==> src/rtl/lsu_mmio.sv <==
// Load/store unit with DMEM and memory-mapped UART TX FIFO, one-cycle load latency.
// Optional misalignment trap enabled by defining LSU_MISALIGN_TRAP_EN.
module lsu_mmio #(
  parameter int          UART_FIFO_DEPTH = 4,
  parameter logic [19:0] UART_PAGE       = 20'd1
) (
  input  logic        clk,
  input  logic        rst_n,
  input  logic [6:0]  opcode_e,
  input  logic [2:0]  fun3_e,
  input  logic [31:0] addr,
  input  logic [31:0] wd,
  input  logic [31:0] dm_rdata,
  output logic [31:0] dm_addr,
  output logic [31:0] dm_wdata,
  output logic [3:0]  dm_mask,
  output logic        dm_we,
  output logic [7:0]  uart_tx_data,
  output logic        uart_tx_valid,
  input  logic        uart_tx_ready,
  output logic [31:0] load_data,
  output logic        load_valid,
  output logic        stall,
  output logic        misalign_err,
  output logic        map_err
);

  localparam int AW = $clog2(UART_FIFO_DEPTH);
  localparam int CW = AW + 1;

  typedef enum logic [1:0] {SZ_B, SZ_H, SZ_W} size_e;
  typedef enum logic [1:0] {LD_ZERO, LD_DMEM, LD_STATUS} ldsrc_e;

  size_e       size;
  logic        uns;
  logic        is_ld, is_st, acc;
  logic [1:0]  lo_al;
  logic [11:0] uoff;
  logic        in_dmem, in_uart, is_tx, is_stat, unmapped, bad_map;
  logic        mis_trap;

  assign is_ld = (opcode_e == 7'b0000011);
  assign is_st = (opcode_e == 7'b0100011);
  assign acc   = is_ld || is_st;

  // Illegal size encodings fall through to word access.
  always_comb begin
    size = SZ_W;
    uns  = 1'b0;
    case (fun3_e)
      3'b000: size = SZ_B;
      3'b001: size = SZ_H;
      3'b100: begin size = SZ_B; uns = 1'b1; end
      3'b101: begin size = SZ_H; uns = 1'b1; end
      default: ;
    endcase
  end

  always_comb begin
    case (size)
      SZ_B:    lo_al = addr[1:0];
      SZ_H:    lo_al = {addr[1], 1'b0};
      default: lo_al = 2'b00;
    endcase
  end

  assign uoff     = {addr[11:2], lo_al};
  assign in_dmem  = (addr[31:12] == 20'd0);
  assign in_uart  = (addr[31:12] == UART_PAGE);
  assign is_tx    = in_uart && (uoff == 12'h000);
  assign is_stat  = in_uart && (uoff == 12'h004);
  assign unmapped = !in_dmem && !is_tx && !is_stat;
  assign bad_map  = acc && (unmapped || (is_st && is_stat));

  // ---------------- store path ----------------
  always_comb begin
    dm_mask  = 4'b1111;
    dm_wdata = wd;
    case (size)
      SZ_B: begin
        dm_mask  = 4'b0001 << lo_al;
        dm_wdata = {4{wd[7:0]}};
      end
      SZ_H: begin
        dm_mask  = lo_al[1] ? 4'b1100 : 4'b0011;
        dm_wdata = {2{wd[15:0]}};
      end
      default: ;
    endcase
  end

  assign dm_addr = {addr[31:2], 2'b00};
  assign dm_we   = is_st && in_dmem && !mis_trap;

  // ---------------- UART TX FIFO ----------------
  logic [7:0]    fifo_q [UART_FIFO_DEPTH];
  logic [AW-1:0] wr_ptr_q, wr_ptr_d, rd_ptr_q, rd_ptr_d;
  logic [CW-1:0] cnt_q, cnt_d;
  logic          full, empty, push, pop;

  assign full  = (cnt_q == CW'(UART_FIFO_DEPTH));
  assign empty = (cnt_q == '0);
  // Stall looks at full only so a same-cycle pop cannot create a comb path from ready.
  assign stall = is_st && is_tx && full && !mis_trap;
  assign push  = is_st && is_tx && !full && !mis_trap;
  assign pop   = !empty && uart_tx_ready;

  assign uart_tx_valid = !empty;
  assign uart_tx_data  = fifo_q[rd_ptr_q];

  always_comb begin
    wr_ptr_d = push ? wr_ptr_q + AW'(1) : wr_ptr_q;
    rd_ptr_d = pop  ? rd_ptr_q + AW'(1) : rd_ptr_q;
    case ({push, pop})
      2'b10:   cnt_d = cnt_q + CW'(1);
      2'b01:   cnt_d = cnt_q - CW'(1);
      default: cnt_d = cnt_q;
    endcase
  end

  always_ff @(posedge clk or negedge rst_n) begin
    if (!rst_n) begin
      wr_ptr_q <= '0;
      rd_ptr_q <= '0;
      cnt_q    <= '0;
      for (int i = 0; i < UART_FIFO_DEPTH; i++) fifo_q[i] <= '0;
    end else begin
      wr_ptr_q <= wr_ptr_d;
      rd_ptr_q <= rd_ptr_d;
      cnt_q    <= cnt_d;
      if (push) fifo_q[wr_ptr_q] <= wd[7:0];
    end
  end

  // ---------------- load pipeline ----------------
  logic        ld_pend_q;
  logic [1:0]  ld_lane_q;
  size_e       ld_size_q;
  logic        ld_uns_q;
  ldsrc_e      ld_src_q, ld_src_d;
  logic        map_err_q;

  always_comb begin
    ld_src_d = LD_ZERO;
    if (mis_trap)     ld_src_d = LD_ZERO;
    else if (in_dmem) ld_src_d = LD_DMEM;
    else if (is_stat) ld_src_d = LD_STATUS;
  end

  always_ff @(posedge clk or negedge rst_n) begin
    if (!rst_n) begin
      ld_pend_q <= 1'b0;
      ld_lane_q <= 2'b00;
      ld_size_q <= SZ_W;
      ld_uns_q  <= 1'b0;
      ld_src_q  <= LD_ZERO;
      map_err_q <= 1'b0;
    end else begin
      ld_pend_q <= is_ld;
      ld_lane_q <= lo_al;
      ld_size_q <= size;
      ld_uns_q  <= uns;
      ld_src_q  <= ld_src_d;
      map_err_q <= bad_map;
    end
  end

  logic [7:0]  b_sel;
  logic [15:0] h_sel;
  logic [31:0] dm_fmt, status_word;

  always_comb begin
    case (ld_lane_q)
      2'd0:    b_sel = dm_rdata[7:0];
      2'd1:    b_sel = dm_rdata[15:8];
      2'd2:    b_sel = dm_rdata[23:16];
      default: b_sel = dm_rdata[31:24];
    endcase
    h_sel = ld_lane_q[1] ? dm_rdata[31:16] : dm_rdata[15:0];
    case (ld_size_q)
      SZ_B:    dm_fmt = {{24{!ld_uns_q && b_sel[7]}}, b_sel};
      SZ_H:    dm_fmt = {{16{!ld_uns_q && h_sel[15]}}, h_sel};
      default: dm_fmt = dm_rdata;
    endcase
  end

  assign status_word = {16'b0, 8'(cnt_q), 6'b0, full, empty};

  always_comb begin
    load_data = 32'b0;
    if (ld_pend_q) begin
      case (ld_src_q)
        LD_DMEM:   load_data = dm_fmt;
        LD_STATUS: load_data = status_word;
        default:   load_data = 32'b0;
      endcase
    end
  end

  assign load_valid = ld_pend_q;
  assign map_err    = map_err_q;

`ifdef LSU_MISALIGN_TRAP_EN
  logic misaligned, misalign_q;
  assign misaligned = ((size == SZ_H) && addr[0]) || ((size == SZ_W) && (addr[1:0] != 2'b00));
  assign mis_trap   = acc && misaligned;

  always_ff @(posedge clk or negedge rst_n) begin
    if (!rst_n)        misalign_q <= 1'b0;
    else if (mis_trap) misalign_q <= 1'b1;
  end

  assign misalign_err = misalign_q;
`else
  assign mis_trap     = 1'b0;
  assign misalign_err = 1'b0;
`endif

endmodule

==> config.mk <==
export PLATFORM = sky130hd
export DESIGN_NAME = lsu_mmio
export DESIGN_NICKNAME = d
export VERILOG_FILES = /design/src/rtl/lsu_mmio.sv
export SDC_FILE = /design/constraint.sdc
export NUM_CORES = 1
export LEC_CHECK = 0
export CORE_MARGIN = 8
export CORE_UTILIZATION = 30
export DETAILED_ROUTE_END_ITERATION = 16
export PLACE_DENSITY = 0.75
export SLEW_MARGIN = 40
export SYNTH_ARGS = -nofsm -noshare
export SYNTH_HDL_FRONTEND = slang
export SYNTH_SLANG_ARGS = --single-unit
==> constraint.sdc <==
create_clock -name clk -period 3.4 [get_ports clk]
set_clock_uncertainty 0.1 [all_clocks]
set_input_delay 0.68 -clock clk [delete_from_list [all_inputs] [get_ports clk]]
set_output_delay 0.68 -clock clk [all_outputs]
set_load 0.005 [all_outputs]
# Word level (Yosys, flattened, before mapping)
# Cells that the tools add are included.
dict set report word_totals {
  regBits 48
  latch_bits 0
  ramBits 0
  romBits 0
  in_bits 109
  output_inout_bits 114
  elab_cells 92
  mem_count 0
}
dict set report op_classes {
  n_addsub 4
  mul 0
  div 0
  magnitude_cmp 3
  n_eq_ne 16
  n_shift 1
  mux 20
  bitwise 2
  n_reduce_logical 33
}
# op count
set op_table {}
lappend op_table {{32-bit case mux with 2 select lines} 3}
lappend op_table {{32-bit bitwise mux} 1}
lappend op_table {{32-bit 2-to-1 mux} 1}
lappend op_table {{8-bit 2-to-1 mux} 3}
lappend op_table {{8-bit case mux with 3 select lines} 1}
lappend op_table {{20-bit by 1-bit equality test with 1-bit output (second input constant)} 1}
lappend op_table {{20-bit zero test} 1}
lappend op_table {{8-bit binary-select mux with 2-bit select} 1}
lappend op_table {{8-bit demux with 2-bit select} 1}
lappend op_table {{16-bit 2-to-1 mux} 1}
lappend op_table {{1-bit logical AND} 14}
lappend op_table {{12-bit by 3-bit equality test with 1-bit output (second input constant)} 1}
lappend op_table {{12-bit zero test} 1}
lappend op_table {{2-bit by 1-bit equality test with 1-bit output (second input constant)} 5}
lappend op_table {{3-bit equality test (second input constant)} 3}
lappend op_table {{2-bit case mux with 2 select lines} 2}
lappend op_table {{4-bit case mux with 2 select lines} 1}
lappend op_table {{7-bit by 2-bit equality test with 1-bit output (second input constant)} 1}
lappend op_table {{7-bit by 6-bit equality test with 1-bit output (second input constant)} 1}
lappend op_table {{2-bit equality test (second input constant)} 3}
lappend op_table {{3-bit >= comparator (second input constant)} 2}
lappend op_table {{1-bit zero test} 6}
lappend op_table {{2-bit zero test} 3}
lappend op_table {{3-bit zero test} 2}
lappend op_table {{14 further kinds} 20}

# Depth between registers and ports, before layout
dict set report logic_depth {
  ltp_word 12
  mapped_depth 10
  ltp_nobuf 10
}

# Worst setup path before layout
# OpenSTA, ideal clock, no wires.
dict set report synth_timing {
  path_type {input -> output}
  start {input port dm_rdata[23]}
  end {output port load_data[20]}
  t_arrival_ns 2.009
  path_slack_ns 0.611
  stages 6
  n_path_buf 1
  cell_sequence {inv_1 o211ai_1 a41oi_1 a21o_1 clkbuf_1 a21oi_1}
}
dict set report synth_via {
  elab_chain_len 5
}
# element line_no
set synth_rtl {}
lappend synth_rtl {{from (decl)} 13} ;# input logic [31:0] dm_rdata,
lappend synth_rtl {{8-bit case mux with 3 select lines} 173} ;# case (ld_lane_q)
lappend synth_rtl {{1-bit logical AND} 181} ;# SZ_B: dm_fmt = {{24{!ld_uns_q && b_sel[7]}}, b_sel};
lappend synth_rtl {{32-bit case mux with 2 select lines} 180} ;# case (ld_size_q)
lappend synth_rtl {{32-bit case mux with 2 select lines} 192} ;# case (ld_src_q)
lappend synth_rtl {{32-bit 2-to-1 mux} 191} ;# if (ld_pend_q) begin
lappend synth_rtl {{to (decl)} 21} ;# output logic [31:0] load_data,
# Every way passes these cells.

# Final worst setup path
dict set report layout_timing {
  start {input port dm_rdata[7]}
  end {output port load_data[19]}
}
# The elaborated chain is that of the path after synthesis.

==> results.json <==
{
  "die-area_um2": 16500,
  "min_path_type": "in2async",
  "arrival_ns": 2.68,
  "post-route-cell-area_um2": 6300,
  "reg2reg_from": "cnt_q[0]",
  "drive_above_1_share": 0.145,
  "drv_slew": 0,
  "maxSlewHeadroom": 0.592,
  "power_mw": 1.82,
  "power_leakage_nw": 3.01,
  "hpwl_mm": 11.3,
  "avgSynthCellArea_um2": 9.53,
  "multiInputGateArea_um2": 2120,
  "drc": 0,
  "yosysTopAreaCellShare": 0.309,
  "startpoint": "dm_rdata[7]",
  "setup-tns-final_ns": -0.0552,
  "clk_latency_ns": 0.28,
  "placed_area_um2": 6070,
  "numPortBuffers": 219,
  "cts_max_path_buffers": 2,
  "grt_max_degree": 49,
  "cellPowerDensity_nw_per_um2": 289,
  "synth_commonest_cells": "dfrtp_1 (47), buf_4 (41), nand2_1 (36)",
  "violations": "setup timing",
  "seqCellArea_um2": 1200,
  "synthFlopType": "dfrtp_1",
  "drt_pass1_iterations": 4,
  "status": "finished, violations left",
  "netlist_area_um2": 3800,
  "synthArstFlopShare": 1.00,
  "ant_nets": 0,
  "met2_wirelength_mm": 7.25,
  "yosysMostFrequentCell": "dfrtp_1",
  "hold_viol_final": 0,
  "track_usage": 0.160,
  "cap_violations": 0,
  "path_clk_slew_ns": 0.07,
  "dr_wl_met3_mm": 1.22,
  "cp-end-kind": "primary output",
  "drt-met1-wl_mm": 5.23,
  "ys_seq_area_frac": 0.316,
  "grt_pass1_wl_mm": 21.2,
  "vias_per_cell": 4.79,
  "diodes": 0,
  "cts_sinks": 48,
  "synth_area_leaders": "dfrtp_1 (31%), mux2_1 (9.5%), buf_4 (8.1%)",
  "fp.dieH_um": 129,
  "n_fill_cell": 1194,
  "avgRoutedWirePerCell_um": 17.9,
  "postLayoutCoreUtil": 0.504,
  "dr.max_layer_used": "met4",
  "die_x_um": 129,
  "yosysWarnings": 0,
  "rsz0062_at_grt": "yes",
  "tightestPinTransition_ns": 0.612,
  "grt_overflow": 0,
  "ys_types": 48,
  "setup-violations-final": 1,
  "cts_tree": "yes",
  "cts_buffers": 5,
  "finalWirelength_mm": 13.8,
  "cts_max_level": 2,
  "ys_ff_latch": 48,
  "num_vias": 3694,
  "syn_inst": 399,
  "area_growth_pct": 65.9,
  "period_share": 1.02,
  "cp.required_ns": 2.62,
  "row_count": 41,
  "drtIter0Drc": 141,
  "cts-root-buf": "clkbuf_16",
  "postCtsHoldBufs": 0,
  "nets": 715,
  "setup_ws_ns": -0.0552,
  "grt_pass1_vias": 3957,
  "period_minus_slack_ns": 3.46,
  "antenna_found_initial": 0,
  "gp_congestion": 0.862,
  "synth.largest_area_cell": "dfrtp_1",
  "peakVddDrop_v": 0.000209,
  "critPathMaxFanout": 15,
  "fmax_mhz": 289,
  "critical_path_class": "in2out",
  "core_area_um2": 12500,
  "pin_count": 223,
  "start_util": 0.304,
  "worstSetupStartpointType": "input port",
  "synth_edf_count": 0
}
## routing by layer
layer	vias up	GRT usage
met5	-	0
met4	0	0.0270
met3	10	0.0530
met2	154	0.308
met1	1748	0.166
li1	1782	-
## worst paths after layout
| kind | endpoint | slack (ns) | cells after the start |
|---|---|---|---|
| max reg2reg | cnt_q[2] | 1.08 | 9 |
| max | load_data[19] | -0.06 | 7 |
| min | fifo_q[3] | 0.30 | 1 |
| min reg2reg | fifo_q[2] | 0.39 | 1 |
| max in group asynchronous | wr_ptr_q[1] | 2.48 | 1 |
| min in group clk | fifo_q[2] | 0.39 | 1 |
## worst max-delay path, cell delays in order
cell and delay (ns):
clkdlybuf4s50_1 0.48, inv_1 0.06, o211ai_1 0.26, a41oi_2 0.22, a21o_4 0.30, a21oi_1 0.14, clkdlybuf4s50_1 0.52
## power by group
group | internal [mW] | switching, mW | leakage, nW | total, mW
Clock | 0.349 | 0.216 | 0.0804 | 0.565
Combinational | 0.347 | 0.212 | 2.27 | 0.559
Sequential | 0.606 | 0.0889 | 0.652 | 0.695
## cell families (layout without fill, tap and decap cells)
kind of cell	Yosys count	in the layout	synth area share
fa+ha+maj	8	8	0.0283
simple gates	95	95	0.155
mux	69	69	0.225
compound gates	76	76	0.125
xor+xnor	6	6	0.0138
other cells	1	3	0.000987
buf+inv	96	294	0.136
flops	48	48	0.316
## registers in the layout, indices dropped and copies added (netlist names)
register / flops
ld_lane_q: 2
cnt_q: 3
ld_size_q: 2
map_err: 1
ld_src_q: 2
ld_uns_q: 1
wr_ptr_q: 2
fifo_q: 32
rd_ptr_q: 2
load_valid: 1
## through the flow
step | worst slack (ns) | std cells | hold slack [ns]
floorplan | 0.611 | 401 | 0.284
global placement | -0.0842 | 763 | 0.368
detailed placement | -0.152 | 763 | 0.379
CTS | -0.0362 | 771 | 0.326
global route | -0.143 | 771 | 0.349
finish | -0.0552 | 771 | 0.301
## placed cells by master, fill, tap and decap left out, drive strengths merged, types with 10 or more instances in the layout
master         instances
o21ai                 17
nor4                  11
inv                   36
o22ai                 12
nand2                 36
dfrtp                 47
dlymetal6s2s          17
clkdlybuf4s50        192
mux2                  52
nor2                  10
a21oi                 21
buf                   33
## area by class of cell
class / count / area share
repair buffers: 251 / 0.390
multi-input cells: 257 / 0.337
flip-flops and latches: 48 / 0.191
well taps: 172 / 0.0341
inverters: 35 / 0.0208
clock buffers: 5 / 0.0198
clock inverters: 3 / 0.00734
## timing repair
item / in CTS / in global routing
setup buffers: 0 / 0
pin swaps: 3 / 4
hold endpoints to repair: 0 / 0
gates resized for setup: 14 / 20
endpoints found under the setup margin: 24 / 18
No activity file was read; power rests on OpenSTA's default activity.
